$ cat config.mk
export PLATFORM = sky130hd
export DESIGN_NAME = uart_echo_fifo
export DESIGN_NICKNAME = d
export VERILOG_FILES = /design/src/rtl/uart_echo_fifo.sv
export SDC_FILE = /design/constraint.sdc
export NUM_CORES = 1
export LEC_CHECK = 0
export BUFFER_PORTS_ARGS = -buffer_cell sky130_fd_sc_hd__clkbuf_2
export CAP_MARGIN = 40
export CORE_MARGIN = 1
export CORE_UTILIZATION = 48
export DETAILED_ROUTE_END_ITERATION = 6
export GPL_ROUTABILITY_DRIVEN = 0
export PLACE_DENSITY = 0.69
export SYNTH_ARGS = -nofsm -noshare
export SYNTH_HDL_FRONTEND = slang
export SYNTH_SLANG_ARGS = --single-unit
$ cat constraint.sdc
create_clock -name clk -period 2.8 [get_ports clk]
set_clock_uncertainty 0.1 [all_clocks]
set_input_delay 0.42 -clock clk [delete_from_list [all_inputs] [get_ports clk]]
set_output_delay 0.42 -clock clk [all_outputs]
set_load 0.02 [all_outputs]
$ cat src/rtl/uart_echo_fifo.sv
// uart_echo_fifo: buffered echo engine for the osdvu uart byte interface.
// Every cleanly received byte is queued in a circular FIFO and handed back
// to the transmitter in arrival order. A small FSM issues tx_start and waits
// for the core to acknowledge with tx_busy, giving up after BUSY_TIMEOUT
// cycles.
//
// Optional feature macro: UART_ECHO_STATS_EN
//   defined     -> drop_count / err_count are saturating counters
//   not defined -> drop_count / err_count are tied to zero
module uart_echo_fifo #(
  parameter int DEPTH_LOG2   = 4,
  parameter int CNT_W        = 16,
  parameter int BUSY_TIMEOUT = 64
) (
  input  logic                  clk,
  input  logic                  rst,
  input  logic                  rx_received,
  input  logic [7:0]            rx_byte,
  input  logic                  rx_error,
  input  logic                  tx_busy,
  output logic                  tx_start,
  output logic [7:0]            tx_byte,
  output logic [DEPTH_LOG2:0]   fifo_level,
  output logic                  fifo_empty,
  output logic                  fifo_full,
  output logic                  overflow,
  output logic [CNT_W-1:0]      drop_count,
  output logic [CNT_W-1:0]      err_count
);

  localparam int DEPTH = 1 << DEPTH_LOG2;
  // Timeout counter only needs to reach BUSY_TIMEOUT-1.
  localparam int TW    = $clog2(BUSY_TIMEOUT + 1);
  localparam logic [DEPTH_LOG2:0] FULL_LVL = {1'b1, {DEPTH_LOG2{1'b0}}};
  localparam logic [TW-1:0]       TMO_LAST = TW'(BUSY_TIMEOUT - 1);

  typedef enum logic [1:0] {
    IDLE      = 2'd0,
    WAIT_BUSY = 2'd1,
    WAIT_DONE = 2'd2
  } state_t;

  // ---------------------------------------------------------------------
  // Storage and state
  // ---------------------------------------------------------------------
  logic [7:0]            mem_q [DEPTH];
  logic [DEPTH_LOG2-1:0] wptr_q, rptr_q;
  logic [DEPTH_LOG2:0]   level_q, level_d;
  logic                  empty_q, full_q;
  logic                  ovf_q;

  state_t                state_q, state_d;
  logic [TW-1:0]         tmo_q, tmo_d;
  logic                  start_q, start_d;
  logic [7:0]            byte_q, byte_d;

  logic                  rx_ok;
  logic                  push;
  logic                  pop;
  logic                  drop;
  logic                  timeout;

  // ---------------------------------------------------------------------
  // Handshake decode
  // ---------------------------------------------------------------------
  // A pop happens only from IDLE with data queued and the core free. When
  // full, a pop in the same cycle frees the slot the incoming byte needs.
  assign rx_ok   = rx_received && !rx_error;
  assign pop     = (state_q == IDLE) && !empty_q && !tx_busy;
  assign push    = rx_ok && (!full_q || pop);
  assign drop    = rx_ok && full_q && !pop;
  assign timeout = (state_q == WAIT_BUSY) && !tx_busy && (tmo_q == TMO_LAST);

  // Occupancy next-state: push and pop together leave the level unchanged.
  always_comb begin
    level_d = level_q;
    case ({push, pop})
      2'b10:   level_d = level_q + 1'b1;
      2'b01:   level_d = level_q - 1'b1;
      default: level_d = level_q;
    endcase
  end

  // Byte storage; contents need no reset since occupancy gates every read.
  always_ff @(posedge clk) begin
    if (!rst && push) begin
      mem_q[wptr_q] <= rx_byte;
    end
  end

  // Pointers, occupancy, registered status flags and sticky overflow.
  always_ff @(posedge clk) begin
    if (rst) begin
      wptr_q  <= '0;
      rptr_q  <= '0;
      level_q <= '0;
      empty_q <= 1'b1;
      full_q  <= 1'b0;
      ovf_q   <= 1'b0;
    end else begin
      if (push) wptr_q <= wptr_q + 1'b1;
      if (pop)  rptr_q <= rptr_q + 1'b1;
      level_q <= level_d;
      empty_q <= (level_d == '0);
      full_q  <= (level_d == FULL_LVL);
      if (drop) ovf_q <= 1'b1;
    end
  end

  // ---------------------------------------------------------------------
  // Transmit FSM
  // ---------------------------------------------------------------------
  // FSM state and registered transmit outputs. Reset does not look at
  // tx_busy: IDLE already refuses to start while the core is still busy,
  // so a frame in flight across reset finishes undisturbed.
  always_ff @(posedge clk) begin
    if (rst) begin
      state_q <= IDLE;
      tmo_q   <= '0;
      start_q <= 1'b0;
      byte_q  <= 8'h00;
    end else begin
      state_q <= state_d;
      tmo_q   <= tmo_d;
      start_q <= start_d;
      byte_q  <= byte_d;
    end
  end

  // Next-state logic: tx_byte is loaded only on a pop and otherwise held.
  always_comb begin
    state_d = state_q;
    tmo_d   = tmo_q;
    start_d = start_q;
    byte_d  = byte_q;
    case (state_q)
      IDLE: begin
        if (pop) begin
          byte_d  = mem_q[rptr_q];
          start_d = 1'b1;
          tmo_d   = '0;
          state_d = WAIT_BUSY;
        end
      end
      WAIT_BUSY: begin
        if (tx_busy) begin
          start_d = 1'b0;
          state_d = WAIT_DONE;
        end else if (timeout) begin
          // Core never picked the byte up; it is abandoned.
          start_d = 1'b0;
          state_d = IDLE;
        end else begin
          tmo_d = tmo_q + 1'b1;
        end
      end
      WAIT_DONE: begin
        if (!tx_busy) state_d = IDLE;
      end
      default: begin
        start_d = 1'b0;
        state_d = IDLE;
      end
    endcase
  end

  // ---------------------------------------------------------------------
  // Statistics
  // ---------------------------------------------------------------------
`ifdef UART_ECHO_STATS_EN
  logic [CNT_W-1:0] drop_q, err_q;
  logic [1:0]       err_inc;
  logic [CNT_W:0]   err_sum;

  // A receive error and a timeout can coincide, so errors may add 2.
  assign err_inc = {1'b0, rx_received && rx_error} + {1'b0, timeout};
  assign err_sum = {1'b0, err_q} + {{(CNT_W-1){1'b0}}, err_inc};

  // Saturating drop and error counters.
  always_ff @(posedge clk) begin
    if (rst) begin
      drop_q <= '0;
      err_q  <= '0;
    end else begin
      if (drop && !(&drop_q)) drop_q <= drop_q + 1'b1;
      err_q <= err_sum[CNT_W] ? {CNT_W{1'b1}} : err_sum[CNT_W-1:0];
    end
  end

  assign drop_count = drop_q;
  assign err_count  = err_q;
`else
  assign drop_count = '0;
  assign err_count  = '0;
`endif

  // ---------------------------------------------------------------------
  // Outputs
  // ---------------------------------------------------------------------
  assign tx_start   = start_q;
  assign tx_byte    = byte_q;
  assign fifo_level = level_q;
  assign fifo_empty = empty_q;
  assign fifo_full  = full_q;
  assign overflow   = ovf_q;

endmodule

; ---- After elaboration in Yosys (flattened, before gate mapping)
; Memories as Yosys holds them, arrays and structs flattened. A register that Yosys moved wholly into a read port is not among the register bits.
; Index checks and enable logic that the tools add are counted.
[totals]
latchBits = 0
ram_bits = 128
reg_bits = 26
rom_bits = 0
mem_count = 1
word_cells = 66
in_bits = 13
[memory_table]
columns = memory, depth, width, rd, rd_ports_with_merged_regs, wr, line_no
row1 = mem_q, 16, 8, 1, 1, 1, 46  ; logic [7:0] mem_q [DEPTH];
[classes]
n_reduce_logical = 23
muxes = 16
n_bitwise = 1
n_lt_le_gt_ge = 0
addsub = 5
n_div = 0
shifts = 0
n_mul = 0
n_eq_ne = 11
[op_table]
columns = op, count
row1 = 7-bit 2-to-1 mux, 3
row2 = 7-bit case mux with 2 select lines, 1
row3 = 5-bit case mux with 2 select lines, 1
row4 = 1-bit logical AND, 9
row5 = "4-bit by 1-bit adder with 4-bit output, second input constant", 2
row6 = 2-bit 2-to-1 mux, 4
row7 = "2-bit != test, second input constant", 4
row8 = "7-bit by 1-bit adder with 7-bit output, second input constant", 1
row9 = "7-bit by 6-bit equality test with 1-bit output, second input constant", 1
row10 = 1-bit zero test, 6
row11 = 2-bit case mux with 3 select lines, 1
row12 = 3-bit AND reduction, 2
row13 = "5-bit by 1-bit adder with 5-bit output, second input constant", 1
row14 = "5-bit equality test, second input constant", 1
row15 = 5-bit zero test, 1
row16 = 1-bit 2-to-1 mux, 5
row17 = "5-bit by 1-bit subtractor with 5-bit output, second input constant", 1
row18 = "2-bit by 1-bit equality test with 1-bit output, second input constant", 2
row19 = "2-bit equality test, second input constant", 2
row20 = 4-bit AND reduction, 1
row21 = "3-bit != test, second input constant", 1
row22 = 1-bit case mux with 3 select lines, 1
row23 = 2-bit zero test, 1
row24 = 2-bit AND reduction, 1
row25 = 3 further kinds, 3

; ---- Depth between registers and ports, before layout
; Gate-level depths: netlist (run 1).
[logic_depth]
depth_word = 8
mapped_depth = 13
ltp_nobuf = 11

; ---- Worst setup path after synthesis (run 1)
; No wires, ideal clock.
[synth_path]
kind = flip-flop to flip-flop
from = reg state_q[1]
to = reg full_q (netlist: fifo_full)
path_buffers = 2
path_slack_ns = -0.272
synth_period_minus_slack_ns = 3.072
required_time_ns = 2.635
path_stages_with_launch = 14
setup_time_ns = 0.065
arrival_time_ns = 2.907
path_cell_list = dfxtp_1 > or4_1 > buf_2 > a21oi_4 > inv_2 > ha_1 > clkbuf_1 > xor2_1 > ha_1 > a21oi_1 > mux2i_1 > xnor2_1 > a211oi_1 > nor2b_1
[synth_via]
elab_chain_len = 8
elab_cells_between_ends = 9
classes_between = 3 x eq/ne / 1 x mux / 5 x reduce/logical
[synth_lines]
columns = item, line_no
row1 = "start, declared", 52  ; state_t state_q, state_d;
row2 = "start signal, assigned", 123  ; state_q <= state_d;
row3 = 2-bit zero test *, 69  ; assign pop = (state_q == IDLE) && !empty_q && !tx_busy;
row4 = 1-bit logical AND * (2 in series), 69
row5 = 1-bit logical OR, 70  ; assign push = rx_ok && (!full_q || pop);
row6 = 1-bit logical AND, 70
row7 = 2-bit by 1-bit equality test with 1-bit output or 2-bit equality test (tied branches), 77  ; case ({push, pop})
row8 = 5-bit case mux with 2 select lines *, 77
row9 = 5-bit equality test *, 105  ; full_q <= (level_d == FULL_LVL);
row10 = "end signal, assigned", 105
row11 = "end, declared", 49  ; logic empty_q, full_q;
; Every way passes the cells marked *; elsewhere a longest branch is shown, timed or not.
; A chain may end at the register's enable or synchronous reset.

; ---- Final worst setup path (run 1)
; Ends and elaborated chain as after synthesis.

==> results of run 1 <==
==> cell type report <==
type                    count  area share
flip-flops and latches    162       0.581
inverters                   6     0.00321
repair buffers             64      0.0539
multi-input cells         246       0.261
clock buffers              22      0.0621
clock inverters            10     0.00931
well taps                 180      0.0289
==> sequential cells by signal (all words and copies together) (netlist names) <==
name / count
tmo_q: 7
wptr_q: 4
fifo_full: 1
mem_q: 128
fifo_level: 5
state_q: 2
tx_start: 1
fifo_empty: 1
overflow: 1
tx_byte: 8
rptr_q: 4
==> cell usage in the layout (no fill, tap or decap), drive strengths merged, types with 2 or more instances in the layout <==
| cell type | n |
|---|---|
| ha | 9 |
| mux2 | 3 |
| a211oi | 2 |
| nand3 | 6 |
| mux2i | 2 |
| o21ai | 2 |
| nand2b | 3 |
| buf | 35 |
| edfxtp | 128 |
| xnor2 | 8 |
| nand2 | 17 |
| o31ai | 2 |
| clkinvlp | 3 |
| clkinv | 4 |
| nor2 | 40 |
| inv | 9 |
| a22oi | 16 |
| nor3 | 9 |
| dfxtp | 34 |
| clkbuf | 51 |
| a21oi | 28 |
| nor3b | 3 |
| nand3b | 2 |
| conb | 32 |
| nand4 | 2 |
| xor2 | 7 |
| nor2b | 7 |
| o21a | 2 |
| mux4 | 32 |
==> layer usage <==
| layer | track usage | vias to the layer above |
|---|---|---|
| met5 | 0 | - |
| met4 | 0.0718 | 0 |
| met3 | 0.0569 | 10 |
| met2 | 0.313 | 112 |
| met1 | 0.233 | 1830 |
| li1 | - | 1721 |
==> repair_timing <==
| item | 4_1_cts | 5_1_grt |
|---|---|---|
| setup endpoints to repair | 0 | 3 |
| hold endpoints to repair | 0 | 0 |
| gates resized for setup | 0 | 3 |
| hold buffers | 0 | 0 |
| setup buffers | 0 | 1 |
==> metrics by stage <==
| step | instance area (µm²) | hold slack [ns] | power (mW) | util | instances |
|---|---|---|---|---|---|
| after global routing | 7790 | 0.183 | 5.87 | 0.564 | 690 |
| final | 7790 | 0.192 | 5.65 | 0.564 | 690 |
| after floorplan | 6940 | 0.326 | 3.37 | - | 472 |
| after CTS | 7780 | 0.164 | 5.69 | 0.562 | 689 |
| after global placement | 7220 | 0.341 | 3.53 | 0.522 | 657 |
| after detailed placement | 7220 | 0.349 | 3.55 | 0.522 | 657 |
==> cell families (layout without fill, tap and decap cells) <==
logic type | count (synthesis) | after routing | synth area share
adder cells (fa/ha/maj) | 9 | 9 | 0.0166
multiplexers | 37 | 37 | 0.114
buffers and inverters | 64 | 102 | 0.0542
AND/OR/NAND/NOR | 95 | 95 | 0.0730
flip-flops | 162 | 162 | 0.667
AO/OA/AOI/OAI | 58 | 58 | 0.0551
XOR/XNOR | 15 | 15 | 0.0194
other | 1 | 32 | 0.000553
==> worst register-to-register path, delay by kind of cell, from the launching register on <==
family / cells / cell delay, ns
simple gates: 2 / 0.72
compound gates: 3 / 0.49
fa+ha+maj: 2 / 0.38
flops: 1 / 0.33
xor+xnor: 2 / 0.28
mux: 1 / 0.22
buf+inv: 1 / 0.06
==> worst max path at each step <==
stage | startpoint | to | slack, ns
3_3_place_gp | tx_busy | fifo_full | 0.01
3_5_place_dp | tx_busy | fifo_full | -0.05
5_1_grt | state_q[1] | fifo_full | 0.0009
6_report | state_q[1] | fifo_full | 0.16
2_1_floorplan | state_q[1] | fifo_full | -0.05
4_1_cts | state_q[1] | fifo_full | 0.03
==> power by group through the flow <==
stage          Clock (mW)  Sequential (mW)  Combinational (mW)
2_1_floorplan           0             2.80               0.575
3_3_place_gp            0             2.79               0.739
3_5_place_dp            0             2.80               0.758
4_1_cts              2.18             2.74               0.762
5_1_grt              2.27             2.76               0.841
6_report             2.14             2.74               0.767
==> flow_metrics.py, run 1 <==
metrics = {
    "clock_tree": {
        "cts_root_buffer": "clkbuf_16",
        "h-tree-depth": 4,
        "cts_made_buffers": 17,
        "cts.sinks": 162,
        "path_clk_slew_ns": 0.06,
        "clockBufferDepth": 2,
        "worstSkewPairLatency_ns": 0.42,
        "cts_tree": "done",
    },
    "global_route": {
        "grt_max_degree": 35,
        "grt_pass1_wl_mm": 19.8,
        "grt_pass1_vias": 3759,
        "grt_usage": 0.189,
        "antenna_found_initial": 0,
        "gr-total-overflow": 0,
    },
    "synth": {
        "yosysTopAreaCell": "edfxtp_1",
        "seq_area_frac_synth": 0.667,
        "synth_area_leaders": "edfxtp_1 57%, mux4_2 11%, dfxtp_1 10%",
        "synth_cells": 441,
        "yosysMostFrequentCell": "edfxtp_1",
        "synth_cell_types": 46,
        "synth_edf_count": 128,
        "syn_area_per_cell_um2": 15.4,
        "synth_seq_cells": 162,
        "synthFlopType": "edfxtp_1",
        "yosysTopAreaCellShare": 0.567,
        "syn_area_um2": 6780,
        "async_reset_ff_frac": 0,
        "netlist_top_cells_count": "128 x edfxtp_1, 39 x nor2_1, 34 x dfxtp_1, 32 x buf_4, 32 x mux4_2",
        "yosys_warnings": 0,
    },
    "sta": {
        "slew_headroom": 0.433,
        "drv_slew": 0,
        "finalSetupViolCount": 0,
        "finalCritPeriodShare": 0.943,
        "rsz0062_at_grt": "true",
        "clock.fmax_mhz": 379,
        "finalHoldViolations": 0,
        "worst_slack_ns": 0.158,
        "finalSetupTns_ns": 0,
        "worst_slew_pin_slew_ns": 0.843,
        "period_needed_ns": 2.64,
    },
    "floorplan": {
        "rows": 43,
        "coreArea_um2": 13800,
        "top_level_ports": 62,
        "die_area_um2": 14600,
        "dieWidth_um": 121,
        "start_util": 0.491,
        "die_height_um": 121,
    },
    "placement": {
        "io_buffers": 29,
        "pre_cts_ws_ns": -0.0510,
        "dpl.hpwl_mm": 8.28,
    },
    "route": {
        "route.detailed.drc": 0,
        "routed_wl_mm": 12.5,
        "dr.max_layer_used": "met4",
        "avgRoutedWirePerCell_um": 18.1,
        "drt_iter0_drc": 245,
        "dr.pass1.iters": 4,
        "wl_met3_um": 656,
        "m1WireLength_mm": 5.27,
        "via_per_inst": 5.32,
        "route.met2.wl_mm": 6.45,
        "antenna_left": 0,
        "vias": 3673,
    },
    "power_and_ir_drop": {
        "p_per_area_nw_per_um2": 725,
        "clock_power_share": 0.379,
        "p_leak_nw": 2.71,
        "vdd_ir_drop_max_uv": 652,
        "p_int_mw": 4.24,
        "seq_power_share": 0.486,
        "switching_power_mw": 1.41,
        "p_comb_frac": 0.136,
        "p_sw_frac": 0.249,
    },
    "worst_setup_path": {
        "endpoint_kind": "register",
        "rr_worst_depth": 11,
        "slowest_delay_ns": 0.56,
        "path_buf_inv": 1,
        "r2r_slack_ns": 0.16,
        "cp_data_arrival_time_ns": 2.90,
        "worst_r2r_endpoint": "fifo_full",
        "crit_path_top_delay_cell": "or4_4",
        "worst_setup_path_start_kind": "register",
        "cp.depth": 11,
        "cp_top_family": "simple AND/OR/NAND/NOR gates",
        "critPathRequiredTime_ns": 3.06,
        "critPathKind": "reg -> reg",
        "worst-path-max-fanout": 4,
        "timing.rr.start": "state_q[1]",
        "crit_chain": "or4_4 -> a21oi_4 -> inv_4 -> ha_4 -> xor2_1 -> ha_2 -> a21oi_2 -> mux2i_1 -> xnor2_1 -> a211oi_2 -> nor2b_1",
    },
    "job": {
        "maxCapViolCount": 0,
    },
    "cells_and_area": {
        "multi_input_area_um2": 2040,
        "layout.nets": 519,
        "num_antenna_cells": 0,
        "seq_area_um2": 4530,
        "n_fill_cell": 1064,
        "drive_gt1_frac": 0.296,
        "area.growth.synth_to_final_pct": 14.9,
    },
    "worst_hold_path": {
        "min_from": "tx_busy",
        "hold_end": "state_q[0]",
        "min_path_cells": 3,
        "hp-class": "in -> reg",
    },
    "status": {
        "outcome": "finished, final reports clean",
    },
}
(Power assumes the default switching activity.)
==> run 2: changes to the inputs <==
--- a/config.mk
+++ b/config.mk
@@ -9,6 +9,7 @@
 export CAP_MARGIN = 40
 export CORE_MARGIN = 1
 export CORE_UTILIZATION = 48
+export CTS_BUF_LIST = sky130_fd_sc_hd__clkbuf_8
 export DETAILED_ROUTE_END_ITERATION = 6
 export GPL_ROUTABILITY_DRIVEN = 0
 export PLACE_DENSITY = 0.69
==> run 2 against run 1 <==
Against the previous run:
- die area unchanged
- clock power fell by 28%
- via count is the same
- sequential cell count unchanged
- routed wire length fell by 0.67%
- global-route usage decreased by 0.19 points
- register-to-register slack about the same
- final area fell by 2.5%
- clock-buffer cell count decreased by 1
- critical path depth stayed put
- sequential share of layout area rose by 1.5 points
- worst setup slack got worse by 0.0083 ns
- critical path type unchanged
- critical endpoint unchanged
- largest power group unchanged
==> flow_metrics.py, run 2 (synthesized netlist as in run 1, its figures left out) <==
metrics = {
    "status": {
        "outcome": "finished, final reports clean",
    },
    "route": {
        "m1WireLength_mm": 5.34,
        "via_per_inst": 5.32,
        "wl_met3_um": 561,
        "route.met2.wl_mm": 6.26,
        "dr.pass1.iters": 5,
        "route.detailed.drc": 0,
        "avgRoutedWirePerCell_um": 18.0,
        "drt_iter0_drc": 214,
        "vias": 3673,
        "antenna_left": 0,
        "dr.max_layer_used": "met4",
        "routed_wl_mm": 12.4,
    },
    "global_route": {
        "gr-total-overflow": 0,
        "grt_max_degree": 35,
        "grt_pass1_vias": 3775,
        "grt_usage": 0.187,
        "grt_pass1_wl_mm": 19.6,
        "antenna_found_initial": 0,
    },
    "cells_and_area": {
        "stdcell_area_um2": 7600,
        "largest_reg_flops": 128,
        "fin_cells": 690,
        "drive_gt1_frac": 0.296,
        "regMostFlops": "mem_q",
        "final_cell_mix": "128 x edfxtp_1, 39 x nor2_1, 34 x buf_4",
        "layout.nets": 519,
        "num_antenna_cells": 0,
        "final_common_cell": "edfxtp_1",
        "n_fill_cell": 1092,
        "fin_util": 0.550,
        "area.growth.synth_to_final_pct": 12.0,
    },
    "sta": {
        "rsz0062_at_grt": "true",
        "finalSetupViolCount": 0,
        "finalHoldViolations": 0,
        "clock.fmax_mhz": 377,
        "period_needed_ns": 2.65,
        "worst_slew_pin_slew_ns": 0.844,
        "slew_headroom": 0.432,
        "drv_slew": 0,
        "worst_slack_ns": 0.150,
        "finalCritPeriodShare": 0.946,
    },
    "floorplan": {
        "dieWidth_um": 121,
        "die_area_um2": 14600,
        "rows": 43,
        "start_util": 0.491,
        "coreArea_um2": 13800,
        "die_height_um": 121,
        "top_level_ports": 62,
    },
    "clock_tree": {
        "clockBufferDepth": 2,
        "cts_tree": "done",
        "cts_made_buffers": 17,
        "path_clk_slew_ns": 0.08,
        "cts_root_buffer": "clkbuf_8",
        "worstSkewPairLatency_ns": 0.45,
        "h-tree-depth": 4,
        "cts.sinks": 162,
        "postCtsHoldBufs": 0,
    },
    "placement": {
        "io_buffers": 29,
        "pre_cts_ws_ns": -0.0510,
        "postPlaceCellArea_um2": 7220,
        "dpl.hpwl_mm": 8.28,
        "dpl.cell_count": 657,
    },
    "worst_setup_path": {
        "cp_data_arrival_time_ns": 2.94,
        "endpoint_kind": "register",
        "worst-path-max-fanout": 4,
        "critPathRequiredTime_ns": 3.09,
        "critPathKind": "reg -> reg",
        "worst_setup_path_start_kind": "register",
    },
    "power_and_ir_drop": {
        "power_mw": 5.05,
        "vdd_ir_drop_max_uv": 505,
        "p_leak_nw": 2.63,
        "p_per_area_nw_per_um2": 664,
    },
    "worst_hold_path": {
        "hp-class": "in -> reg",
    },
    "job": {
        "maxCapViolCount": 0,
    },
}
run 2: timing repair:
action / in CTS / in global routing
resized for setup: 0 / 3
setup endpoints to repair: 0 / 3
buffers inserted: 0 / 1
run 2: critical path: stages (launching register included):
cell and delay, ns:
dfxtp_2 0.33, or4_4 0.56, a21oi_4 0.18, inv_4 0.06, ha_4 0.16, xor2_1 0.16
ha_2 0.22, a21oi_2 0.12, mux2i_1 0.22, xnor2_1 0.12, a211oi_2 0.20, nor2b_1 0.16
run 2: final cells by class:
class	instances	area [µm²]	area share
inverters	6	25.0	0.00329
repair buffers	64	420	0.0553
clock buffers	21	289	0.0380
well taps	180	225	0.0296
flip-flops and latches	162	4530	0.596
multi-input cells	246	2040	0.268
clock inverters	11	76.3	0.0100
run 2: layer usage:
metal | vias to the layer above | GRT usage
met5 | - | 0
met4 | 0 | 0.0833
met3 | 24 | 0.0484
met2 | 94 | 0.310
met1 | 1835 | 0.231
li1 | 1720 | -
run 2: final timing paths:
path	cells past startpoint	endpoint	slack, ns	from
max reg2reg	11	fifo_full	0.15	state_q[1]
max	11	fifo_full	0.15	state_q[1]
min	3	state_q[0]	0.16	tx_busy
min reg2reg	2	tmo_q[6]	0.36	tmo_q[6]
run 2: metrics by stage:
stage	setup TNS, ns	hold WS [ns]
3_3_place_gp	0	0.341
6_report	0	0.157
5_1_grt	-0.00683	0.134
3_5_place_dp	-0.0605	0.349
4_1_cts	0	0.106
2_1_floorplan	-0.0866	0.326
run 2: power breakdown:
part | internal [mW] | switching (mW)
logic | 0.355 | 0.412
clock network | 0.709 | 0.831
registers | 2.65 | 0.0895
total | 3.72 | 1.33
==> run 3: changes to the inputs <==
==> config.mk (replaced) <==
export PLATFORM = sky130hd
export DESIGN_NAME = uart_echo_fifo
export DESIGN_NICKNAME = d
export VERILOG_FILES = /design/src/rtl/uart_echo_fifo.sv
export SDC_FILE = /design/constraint.sdc
export NUM_CORES = 1
export LEC_CHECK = 0
export CAP_MARGIN = 40
export CORE_MARGIN = 1
export CORE_UTILIZATION = 48
export CTS_BUF_LIST = sky130_fd_sc_hd__clkbuf_8
export CTS_CLUSTER_SIZE = 10
export DETAILED_ROUTE_END_ITERATION = 6
export DONT_BUFFER_PORTS = 1
export GPL_ROUTABILITY_DRIVEN = 0
export PLACE_DENSITY = 0.65
export SYNTH_ARGS = -nofsm -noshare
export SYNTH_HDL_FRONTEND = slang
export SYNTH_SLANG_ARGS = --single-unit
==> run 3 against run 2 <==
Against the previous run:
- global-route usage up 0.36 points
- combinational power down 7.4%
- clock power up 9%
- non-clock buffer count down 22
- cell count down 3.2%
- largest cell class unchanged
- largest power group unchanged
==> flow_metrics.py, run 3 (synthesized netlist as in run 1, its figures left out) <==
metrics = {
    "floorplan": {
        "dieWidth_um": 121,
        "die_height_um": 121,
        "top_level_ports": 62,
        "die_area_um2": 14600,
        "start_util": 0.491,
        "coreArea_um2": 13800,
        "rows": 43,
    },
    "power_and_ir_drop": {
        "p_per_area_nw_per_um2": 680,
        "vdd_ir_drop_max_uv": 549,
        "power_mw": 5.16,
        "p_leak_nw": 2.55,
    },
    "worst_setup_path": {
        "startpoint": "state_q[0]",
        "critPathRequiredTime_ns": 3.08,
        "worst-path-max-fanout": 4,
        "cp_data_arrival_time_ns": 3.03,
        "endpoint_kind": "register",
        "path_buf_inv": 1,
        "slowest_delay_ns": 0.53,
        "worst_setup_path_start_kind": "register",
        "timing.rr.start": "state_q[0]",
        "r2r_slack_ns": 0.05,
        "critPathKind": "reg -> reg",
        "crit_chain": "or4_4 -> a21oi_4 -> inv_4 -> ha_4 -> xor2_1 -> ha_2 -> a21oi_2 -> mux2i_1 -> xnor2_1 -> a211oi_2 -> nor2b_1",
        "crit_path_top_delay_cell": "or4_4",
        "cp_top_family": "simple AND/OR/NAND/NOR gates",
    },
    "clock_tree": {
        "cts_root_buffer": "clkbuf_8",
        "cts.sinks": 162,
        "h-tree-depth": 4,
        "path_clk_slew_ns": 0.08,
        "clockBufferDepth": 2,
        "cts_made_buffers": 17,
        "cts_tree": "done",
        "worstSkewPairLatency_ns": 0.45,
    },
    "cells_and_area": {
        "final_cell_mix": "128 x edfxtp_1, 39 x nor2_1, 32 x mux4_2, 32 x conb_1, 30 x dfxtp_1",
        "regMostFlops": "mem_q",
        "drive_gt1_frac": 0.244,
        "num_antenna_cells": 0,
        "area.growth.synth_to_final_pct": 11.8,
        "layout.nets": 497,
        "fin_util": 0.548,
        "largest_reg_flops": 128,
        "final_common_cell": "edfxtp_1",
    },
    "placement": {
        "dpl.hpwl_mm": 7.65,
        "pre_cts_ws_ns": -0.0139,
        "io_buffers": 0,
    },
    "sta": {
        "slew_headroom": 0.431,
        "worst_slew_pin_slew_ns": 0.852,
        "finalSetupViolCount": 0,
        "clock.fmax_mhz": 364,
        "rsz0062_at_grt": "true",
        "finalHoldViolations": 0,
        "finalSetupTns_ns": 0,
        "period_needed_ns": 2.75,
        "finalCritPeriodShare": 0.982,
        "drv_slew": 0,
        "worst_slack_ns": 0.0501,
    },
    "route": {
        "dr.pass1.iters": 5,
        "vias": 3599,
        "routed_wl_mm": 12.8,
        "antenna_left": 0,
        "drt_iter0_drc": 265,
        "via_per_inst": 5.39,
        "route.detailed.drc": 0,
        "avgRoutedWirePerCell_um": 19.2,
    },
    "worst_hold_path": {
        "hp-class": "in -> reg",
        "min_from": "rst",
    },
    "global_route": {
        "grt_max_degree": 36,
        "grt_busiest_layer": "met2",
        "met1_usage": 0.256,
        "use_met3": 0.0578,
        "grt_usage": 0.191,
        "grt_pass1_vias": 3584,
        "gr-total-overflow": 0,
        "antenna_found_initial": 0,
        "grt_pass1_wl_mm": 20.0,
        "met2_usage": 0.301,
    },
    "job": {
        "maxCapViolCount": 0,
    },
    "status": {
        "outcome": "finished, final reports clean",
    },
}
run 3: cell types whose count changed in the layout (fill, tap and decap cells not counted), sizes merged:
cell         delta
dlygate4sd3    +10
clkbuf         -33
clkinv          +3
bufinv          +2
clkinvlp        -1
buf             -3
run 3: final cells by class:
cell class | instances | area (µm²)
clock buffer | 17 | 234
clock inverter | 15 | 156
fill | 1066 | 6240
inverter | 6 | 25.0
multi-input combinational | 246 | 2040
sequential | 162 | 4530
tap | 180 | 225
timing repair buffer | 42 | 378
run 3: repair_timing:
action,4_1_cts,5_1_grt
resized for setup,1,1
buffers inserted,0,3
setup endpoints to repair,2,3
endpoints found under the hold margin,159,1
pin swaps,0,6
hold buffers,10,1
run 3: path summary, 6_finish.rpt:
kind,end,depth (start not counted)
hold / removal,tmo_q[6],3
setup reg to reg,fifo_full,11
setup / recovery,fifo_full,11
hold reg to reg,tmo_q[6],2
run 3: worst register-to-register path, delay by kind of cell, from the launching register on:
| family | cells | cell delay, ns |
|---|---|---|
| AOI/OAI and AO/OA | 3 | 0.58 |
| buffers and inverters | 1 | 0.06 |
| muxes | 1 | 0.26 |
| xor gates and xnor gates | 2 | 0.29 |
| and+or+nand+nor | 2 | 0.68 |
| DFF | 1 | 0.33 |
| adders and majority gates | 2 | 0.39 |
run 3: through the flow:
step | std cells | instance area, µm² | hold WS, ns
3_3_place_gp | 622 | 7040 | 0.338
2_1_floorplan | 472 | 6940 | 0.326
4_1_cts | 664 | 7550 | 0.00659
3_5_place_dp | 622 | 7040 | 0.345
6_report | 668 | 7580 | 0.0322
5_1_grt | 668 | 7580 | 0.00654
run 3: layer usage:
layer	routed length, µm	vias to the layer above
met2	6410	96
met1	5550	1826
met3	782	5
li1	-	1672
met5	0	-
met4	81	0
run 3: power breakdown:
part           internal, mW  switching (mW)  leakage, nW  total [mW]
Sequential             2.65           0.112         1.43        2.76
Combinational         0.331           0.379        0.920       0.710
Clock                 0.801           0.881        0.197        1.68
Total                  3.78            1.37         2.55        5.16
